$ cat config.mk
export PLATFORM = sky130hd
export DESIGN_NAME = gpio_chaser
export DESIGN_NICKNAME = d
export VERILOG_FILES = /design/src/rtl/gpio_chaser_pkg.sv /design/src/rtl/gpio_chaser_step.sv /design/src/rtl/gpio_chaser.sv
export SDC_FILE = /design/constraint.sdc
export NUM_CORES = 1
export LEC_CHECK = 0
export BUFFER_PORTS_ARGS = -buffer_cell sky130_fd_sc_hd__buf_2
export CAP_MARGIN = 10
export CORE_MARGIN = 5
export CORE_UTILIZATION = 60
export DETAILED_ROUTE_END_ITERATION = 8
export GPL_ROUTABILITY_DRIVEN = 0
export PLACE_DENSITY_LB_ADDON = 0.1
export REMOVE_ABC_BUFFERS = 1
export SYNTH_ARGS = -nofsm -noshare
export SYNTH_HDL_FRONTEND = slang
export SYNTH_HIERARCHICAL = 1
export SYNTH_SLANG_ARGS = --single-unit
$ cat constraint.sdc
create_clock -name clk -period 3.9 [get_ports clk]
set_input_delay 0.78 -clock clk [delete_from_list [all_inputs] [get_ports clk]]
set_output_delay 0.78 -clock clk [all_outputs]
set_load 0.03 [all_outputs]
$ cat src/rtl/gpio_chaser_pkg.sv
// gpio_chaser shared definitions: register map,
// control bit positions and the step bundle.
package gpio_chaser_pkg;

  localparam logic [5:0] CHASER_CTRL    = 6'h0;
  localparam logic [5:0] CHASER_PERIOD  = 6'h1;
  localparam logic [5:0] CHASER_PATTERN = 6'h2;
  localparam logic [5:0] CHASER_STATUS  = 6'h3;
  localparam logic [5:0] CHASER_COUNT   = 6'h4;

  localparam int CTRL_EN      = 0;
  localparam int CTRL_BOUNCE  = 1;
  localparam int CTRL_DIR     = 2;
  localparam int CTRL_RESTART = 4;
  localparam int STATUS_WRAP  = 16;

  localparam logic [22:0] CHASER_PERIOD_DEF = 23'd5999999;

  typedef struct packed {
    logic [7:0] pattern;
    logic       dir;
    logic       wrap;
  } step_t;

endpackage

$ cat src/rtl/gpio_chaser_step.sv
// chaser_step: one rotate/bounce step of the
// LED pattern, purely combinational.
module chaser_step
  import gpio_chaser_pkg::*;
(
  input  logic [7:0] pattern,
  input  logic       bounce,
  input  logic       dir,
  output step_t      nxt
);

  always_comb begin
    nxt.pattern = pattern;
    nxt.dir     = dir;
    nxt.wrap    = 1'b0;
    unique case (1'b1)
      !bounce && !dir: begin
        nxt.pattern = {pattern[6:0], pattern[7]};
        nxt.wrap    = pattern[7];
      end
      !bounce && dir: begin
        nxt.pattern = {pattern[0], pattern[7:1]};
        nxt.wrap    = pattern[0];
      end
      // a 1 about to fall off the edge reverses travel
      bounce && !dir && pattern[7]: begin
        nxt.pattern = {1'b0, pattern[7:1]};
        nxt.dir     = 1'b1;
        nxt.wrap    = 1'b1;
      end
      bounce && !dir && !pattern[7]: begin
        nxt.pattern = {pattern[6:0], 1'b0};
      end
      bounce && dir && pattern[0]: begin
        nxt.pattern = {pattern[6:0], 1'b0};
        nxt.dir     = 1'b0;
        nxt.wrap    = 1'b1;
      end
      bounce && dir && !pattern[0]: begin
        nxt.pattern = {1'b0, pattern[7:1]};
      end
      default: ;
    endcase
  end

endmodule

$ cat src/rtl/gpio_chaser.sv
// gpio_chaser: CPU-programmable LED running light
// with a one-wait-state read port.
module gpio_chaser
  import gpio_chaser_pkg::*;
#(
  parameter logic [22:0] PERIOD_RST  = CHASER_PERIOD_DEF,
  parameter logic [7:0]  PATTERN_RST = 8'h01
) (
  input  logic        clk,
  input  logic        rst_n,
  input  logic [7:0]  address,
  input  logic [31:0] write_data,
  output logic [31:0] read_data,
  input  logic        we,
  input  logic        re,
  output logic        mem_busy,
  output logic [7:0]  gpio_out
);

  logic        en_q;
  logic        bounce_q;
  logic        dir_q;
  logic        edir_q;
  logic        wrap_q;
  logic        rd_valid;
  logic [22:0] period_q;
  logic [22:0] cnt_q;
  logic [7:0]  pattern_q;
  logic [31:0] rdata;
  logic [5:0]  sel;
  step_t       st;

  logic wr_ctrl, wr_period, wr_pattern;
  logic wr_status, restart, load, tick;
  logic unused_bits;

  assign sel         = address[7:2];
  assign unused_bits = ^{address[1:0], write_data[31:23]};

  assign wr_ctrl    = we && (sel == CHASER_CTRL);
  assign wr_period  = we && (sel == CHASER_PERIOD);
  assign wr_pattern = we && (sel == CHASER_PATTERN);
  assign wr_status  = we && (sel == CHASER_STATUS);
  assign restart    = wr_ctrl && write_data[CTRL_RESTART];
  assign load       = wr_pattern || restart;
  assign tick       = en_q && (cnt_q == period_q);

  // reset also masks the wait state so it drops at once
  assign mem_busy = rst_n && re && !rd_valid;

  chaser_step u_step (
    .pattern (gpio_out),
    .bounce  (bounce_q),
    .dir     (edir_q),
    .nxt     (st)
  );

  always_ff @(posedge clk or negedge rst_n) begin
    if (!rst_n) begin
      en_q      <= 1'b1;
      bounce_q  <= 1'b0;
      dir_q     <= 1'b0;
      period_q  <= PERIOD_RST;
      pattern_q <= PATTERN_RST;
    end else begin
      if (wr_ctrl) begin
        en_q     <= write_data[CTRL_EN];
        bounce_q <= write_data[CTRL_BOUNCE];
        dir_q    <= write_data[CTRL_DIR];
      end
      if (wr_period)
        period_q <= write_data[22:0];
      if (wr_pattern)
        pattern_q <= write_data[7:0];
    end
  end

  always_ff @(posedge clk or negedge rst_n) begin
    if (!rst_n) begin
      gpio_out <= PATTERN_RST;
      edir_q   <= 1'b0;
      wrap_q   <= 1'b0;
      cnt_q    <= '0;
    end else begin
      if (wr_pattern)
        gpio_out <= write_data[7:0];
      else if (restart)
        gpio_out <= pattern_q;
      else if (tick)
        gpio_out <= st.pattern;

      if (wr_ctrl)
        edir_q <= write_data[CTRL_DIR];
      else if (tick && !load)
        edir_q <= st.dir;

      if (tick && !load && st.wrap)
        wrap_q <= 1'b1;
      else if (wr_status && write_data[STATUS_WRAP])
        wrap_q <= 1'b0;

      if (wr_period || load || tick)
        cnt_q <= '0;
      else if (en_q)
        cnt_q <= cnt_q + 23'd1;
    end
  end

  always_comb begin
    rdata = '0;
    unique case (1'b1)
      sel == CHASER_CTRL:
        rdata = {29'b0, dir_q, bounce_q, en_q};
      sel == CHASER_PERIOD:
        rdata = {9'b0, period_q};
      sel == CHASER_PATTERN:
        rdata = {24'b0, pattern_q};
      sel == CHASER_STATUS:
        rdata = {15'b0, wrap_q, 7'b0, edir_q, gpio_out};
      sel == CHASER_COUNT:
        rdata = {9'b0, cnt_q};
      default:
        rdata = '0;
    endcase
  end

  always_ff @(posedge clk or negedge rst_n) begin
    if (!rst_n) begin
      rd_valid  <= 1'b0;
      read_data <= '0;
    end else begin
      rd_valid <= re;
      if (re && !rd_valid)
        read_data <= rdata;
    end
  end

endmodule

# Word level (Yosys, flattened, before mapping)

Index checks and enable logic that the tools add are counted.

Output and inout bits: 41
Logic and storage cells: 71
Bits of input ports: 44
Register bits: 100

$add $sub $neg: 1
Muxes and demuxes: 13
Eq/ne operators: 5
Reduce and logical (&&, ||, !) cells: 41

Operators by type and width:

| kind                                                                   | number |
|---|---|
| 23-bit case mux with 5 select lines                                    | 1 |
| 23-bit 2-to-1 mux                                                      | 2 |
| 8-bit case mux with 4 select lines                                     | 1 |
| 8-bit 2-to-1 mux                                                       | 3 |
| 23-bit by 1-bit adder with 23-bit output (second input constant)       | 1 |
| 23-bit equality test                                                   | 1 |
| 1-bit logical AND                                                      | 20 |
| 6-bit by 2-bit equality test with 1-bit output (second input constant) | 2 |
| 6-bit by 1-bit equality test with 1-bit output (second input constant) | 1 |
| 6-bit by 3-bit equality test with 1-bit output (second input constant) | 1 |
| 1-bit logical NOT                                                      | 6 |
| 6-bit logical NOT                                                      | 1 |
| 2-bit nonzero test                                                     | 3 |
| 3-bit nonzero test                                                     | 2 |
| 6-bit nonzero test                                                     | 1 |
| 2-bit OR reduction                                                     | 3 |
| 1-bit 2-to-1 mux                                                       | 4 |
| 2-bit AND reduction                                                    | 2 |
| 1-bit logical OR                                                       | 3 |
| 1-bit case mux with 3 select lines                                     | 1 |
| 1-bit case mux with 2 select lines                                     | 1 |

# Longest topological paths before layout

Depth after elaboration: 8
Gate-level depth with buffers: 8
Depth with buffers taken out: 6

# Cells and area by module

The synthesis kept the hierarchy.

By module, submodules not included:

| module      | seq. area each (sq um) | area an instance (sq um) | instances | cells each |
|---|---|---|---|---|
| gpio_chaser | 2301.0                 | 4713.3                   | 1         | 439 |
| chaser_step | 0.0                    | 377.9                    | 1         | 50 |

# Least setup slack after synthesis

No wires, ideal clock.

Path type: in2out
From: input re
To: output mem_busy
Slack: 1.496 ns
Cell stages on the path: 4
Required time: 3.120 ns
Arrival: 1.624 ns
Buffers on the path: 2
Cell sequence: nand2b_1 > clkbuf_1 > buf_1 > nor2_1

Word-level cells in the longest chain between the ends: 2

RTL lines:

| element                        | line              | source |
|---|---|---|
| start, declared                | gpio_chaser.sv:15 | `input logic re,` |
| 1-bit logical AND (2 in a row) | gpio_chaser.sv:49 | `assign mem_busy = rst_n && re && !rd_valid;` |
| end, declared                  | gpio_chaser.sv:16 | `output logic mem_busy,` |

No other way between the ends.

# Worst setup path in the final report

From: register cnt_q[1]
To: register cnt_q[6]

Word-level cells in the longest chain between the ends: 4
Elaborated cells on any way between the ends: 7
Classes of those cells: 1 x add/sub; 1 x eq/ne; 2 x mux; 3 x reduce/logical

RTL lines:

| element                                                                                          | line               | source |
|---|---|---|
| start, declared                                                                                  | gpio_chaser.sv:27  | `logic [22:0] cnt_q;` |
| start signal, assigned                                                                           | gpio_chaser.sv:105 | `cnt_q <= cnt_q + 23'd1;` |
| parallel branches: the longest is 4 deep, another holds 23-bit by 1-bit adder with 23-bit output | n/a                |  |

Several ways; the timed one is not identified. The select of a mux whose other input is x is not followed.
A chain may end at the register's enable or synchronous reset.

==> run_results.csv <==
group,metric,value,unit
layout,final_net_count,582,
pwr,clock_power_share,30.5,%
floorplan,floorplan.die.height,102,microns
worst_setup_path,worstSetupStartpointType,"register",
drt,drc,0,
floorplan,dieWidth,102,microns
outcome,run_status,"finished, final reports clean",
timing,grt_setup_unrepaired,"false",
layout,layout-area-overhead-vs-synth,9.27,%
worst_setup_path,worstPathMaxFanout,23,
logic_synthesis,synth.avg_cell_area,10.4,sq um
logic_synthesis,synth_top_flop_cell,"sky130_fd_sc_hd__dfrtp_1",
logic_synthesis,synthDominantCellAreaShare,35.4,%
flow_run,max-cap-violations,0,
logic_synthesis,synthesis.area,5090,sq um
clock_tree,cts.hold.buffers_added,0,
clock_tree,clock_insertion_delay_worst_skew,0.34,ns
pwr,sequential_share_of_power,51.5,%
layout,diodes,0,
timing,totalNegativeSetupSlack,0,ns
drt,dr.pass1.iters,5,
global_route,grt_overflow,0,
place,place_hpwl,8160,microns
logic_synthesis,synth_commonest_cells,"sky130_fd_sc_hd__dfrtp_1 (72), sky130_fd_sc_hd__nand2_1 (64), sky130_fd_sc_hd__nor2_1 (37), sky130_fd_sc_hd__xnor2_1 (32), sky130_fd_sc_hd__o21ai_0 (21)",
timing,slew_headroom,39.1,%
drt,num_vias,3936,
clock_tree,worst_setup_hold_path_clk_slew,0.09,ns
timing,max_freq,419,MHz
timing,final-hold-violation-count,0,
floorplan,floorplan.io_pins,85,
logic_synthesis,synth-seq-cells,91,
pwr,cellPowerDensity,415,nW/um^2
floorplan,fp.coreArea,8260,sq um
pwr,power_switching_share,30.0,%
timing,tightestPinTransition,0.914,ns
logic_synthesis,yosysUniqueCellTypes,62,
global_route,largest_net_degree_at_the_start_of_global_routing,59,
logic_synthesis,top_area_cells_in_the_synthesized_netlist,"sky130_fd_sc_hd__dfrtp_1 (35%), sky130_fd_sc_hd__dfstp_2 (9.8%), sky130_fd_sc_hd__mux2_4 (5.9%), sky130_fd_sc_hd__xnor2_1 (5.5%), sky130_fd_sc_hd__nand2_1 (4.7%)",
place,numPortBuffers,64,
logic_synthesis,synth-edff-count,0,
pwr,combPwrFrac,18.0,%
worst_setup_path,crit_type,"register to register",
floorplan,rows,33,
clock_tree,post_cts.repair.setup_buffers,0,
worst_setup_path,cp_required,4.11,ns
worst_setup_path,worstReg2RegStart,"cnt_q[1]",
logic_synthesis,ys_seq_area_share,45.2,%
clock_tree,post_cts_resized,0,
logic_synthesis,synthCells,489,
worst_setup_path,cp-end-kind,"register",
place,dp_slack,1.19,ns
timing,finalClockSkew,0.00516,ns
clock_tree,clockRootBuffer,"sky130_fd_sc_hd__clkbuf_8",
clock_tree,clock-sinks,91,
drt,route.detailed.vias_per_inst,6.08,
layout,drive_above_1_share,28.8,%
timing,finalCritPeriodShare,61.2,%
global_route,grt_first_pass_wirelength,19600,microns
global_route,grt_antenna_before_repair,0,
drt,route.final.wire_length,11900,microns
logic_synthesis,biggest_area_consumer_among_synthesized_cells,"sky130_fd_sc_hd__dfrtp_1",
worst_setup_path,worst_setup_path_startpoint,"cnt_q[1]",
floorplan,design.die.area,10400,sq um
global_route,gr-usage-all-layers,23.8,%
pwr,switching_power,0.694,mW
timing,setup_ws,1.51,ns
logic_synthesis,count_leader_synth,"sky130_fd_sc_hd__dfrtp_1",
worst_setup_path,critPathArrivalTime,2.59,ns
clock_tree,cts_tree,"done",
timing,finalCriticalPeriod,2.39,ns
clock_tree,clock_path_buffers,2,
timing,slew_viol_final,0,
timing,setup_viol_count_final,0,
drt,drt-wirelength-per-cell,18.4,microns
clock_tree,cts_htree_levels,3,
drt,drt-initial-drc-count,255,
hold_path,holdCritPathClass,"primary input to asynchronous set/reset pin",
pwr,power_leakage,2.66,nW
global_route,first_global_vias,3893,
clock_tree,cts_made_buffers,9,
logic_synthesis,yosysWarnings,6,
logic_synthesis,ys_async_sr_fraction,100,%
floorplan,initial_utilization,61.7,%
pwr,vdd.ir_drop.worst,236,uV
pwr,total_internal_power,1.62,mW
drt,drt.antenna.violating_nets,0,
path summary, 6_finish.rpt:
kind / endpoint / slack (ns) / cells past startpoint
worst min register to register: read_data[7] / 0.48 / 1
worst min-delay path: read_data[14] / 0.37 / 1
max in group asynchronous: gpio_out[3] / 2.43 / 2
worst max register to register: cnt_q[6] / 1.51 / 5
worst max-delay path: cnt_q[6] / 1.51 / 5
min in group clk: read_data[7] / 0.48 / 1
through the flow:
| step | cells | instance area (sq um) | total power, mW | hold slack, ns | utilization [%] |
|---|---|---|---|---|---|
| floorplan | 457 | 4850 | 1.46 | 0.446 | - |
| global placement | 631 | 5340 | 1.60 | 0.455 | 64.7 |
| detailed placement | 631 | 5340 | 1.62 | 0.460 | 64.7 |
| CTS | 647 | 5560 | 2.31 | 0.383 | 67.4 |
| global route | 647 | 5560 | 2.42 | 0.401 | 67.4 |
| finish | 647 | 5560 | 2.31 | 0.368 | 67.4 |
flip-flops by register name, indices dropped and copies added (netlist names):
signal,count
pattern_q,8
en_q,1
edir_q,1
rd_valid,1
read_data,23
dir_q,1
cnt_q,23
period_q,23
bounce_q,1
wrap_q,1
gpio_out,8
cell type report:
| class | instances | area [sq um] |
|---|---|---|
| Timing Repair Buffer | 69 | 360 |
| Fill cell | 681 | 2700 |
| Clock buffer | 12 | 145 |
| Tap cell | 105 | 131 |
| Inverter | 7 | 26.3 |
| Sequential cell | 91 | 2300 |
| Multi-Input combinational cell | 359 | 2520 |
| Clock inverter | 4 | 73.8 |
power groups by stage:
| stage | logic [mW] | registers, mW | clock network [mW] |
|---|---|---|---|
| finish | 0.416 | 1.19 | 0.705 |
| global route | 0.460 | 1.20 | 0.755 |
| CTS | 0.416 | 1.19 | 0.713 |
| detailed placement | 0.412 | 1.20 | 0 |
| global placement | 0.401 | 1.20 | 0 |
| floorplan | 0.287 | 1.17 | 0 |
cell usage in the layout (no fill, tap or decap), types with 12 or more instances in the layout:
master / count
sky130_fd_sc_hd__dfrtp_1: 72
sky130_fd_sc_hd__nand2_1: 64
sky130_fd_sc_hd__buf_2: 63
sky130_fd_sc_hd__nor2_1: 37
sky130_fd_sc_hd__xnor2_1: 32
sky130_fd_sc_hd__o21ai_0: 21
sky130_fd_sc_hd__mux2_4: 20
sky130_fd_sc_hd__dfstp_2: 19
sky130_fd_sc_hd__a22oi_1: 14
sky130_fd_sc_hd__mux2_2: 14
sky130_fd_sc_hd__xor2_1: 13
sky130_fd_sc_hd__mux2i_1: 12
sky130_fd_sc_hd__a21oi_1: 12
layer usage:
metal	up-vias	global-route usage (%)	part of all wire (%)
met1	1948	33.7	45
met4	0	6.86	1.3
met3	17	3.21	6.6
met2	155	38.4	48
li1	1816	-	-
met5	-	0	0
critical path: stages, from the launching register on:
cell and delay, ns:
sky130_fd_sc_hd__dfrtp_1 0.46, sky130_fd_sc_hd__xnor2_1 0.26, sky130_fd_sc_hd__nand4_1 0.22, sky130_fd_sc_hd__or4_4 0.62, sky130_fd_sc_hd__o211ai_4 0.54, sky130_fd_sc_hd__nor2_1 0.13
logic make-up after synthesis:
| kind of cell | share of synthesized area [%] |
|---|---|
| compound gates | 13.8 |
| xor+xnor | 7.74 |
| fa+ha+maj | 0.246 |
| buf+inv | 5.80 |
| flops | 45.2 |
| mux | 11.6 |
| other cells | 0.0737 |
| simple gates | 15.5 |
Note: power is estimated with default switching activity, not from simulation.
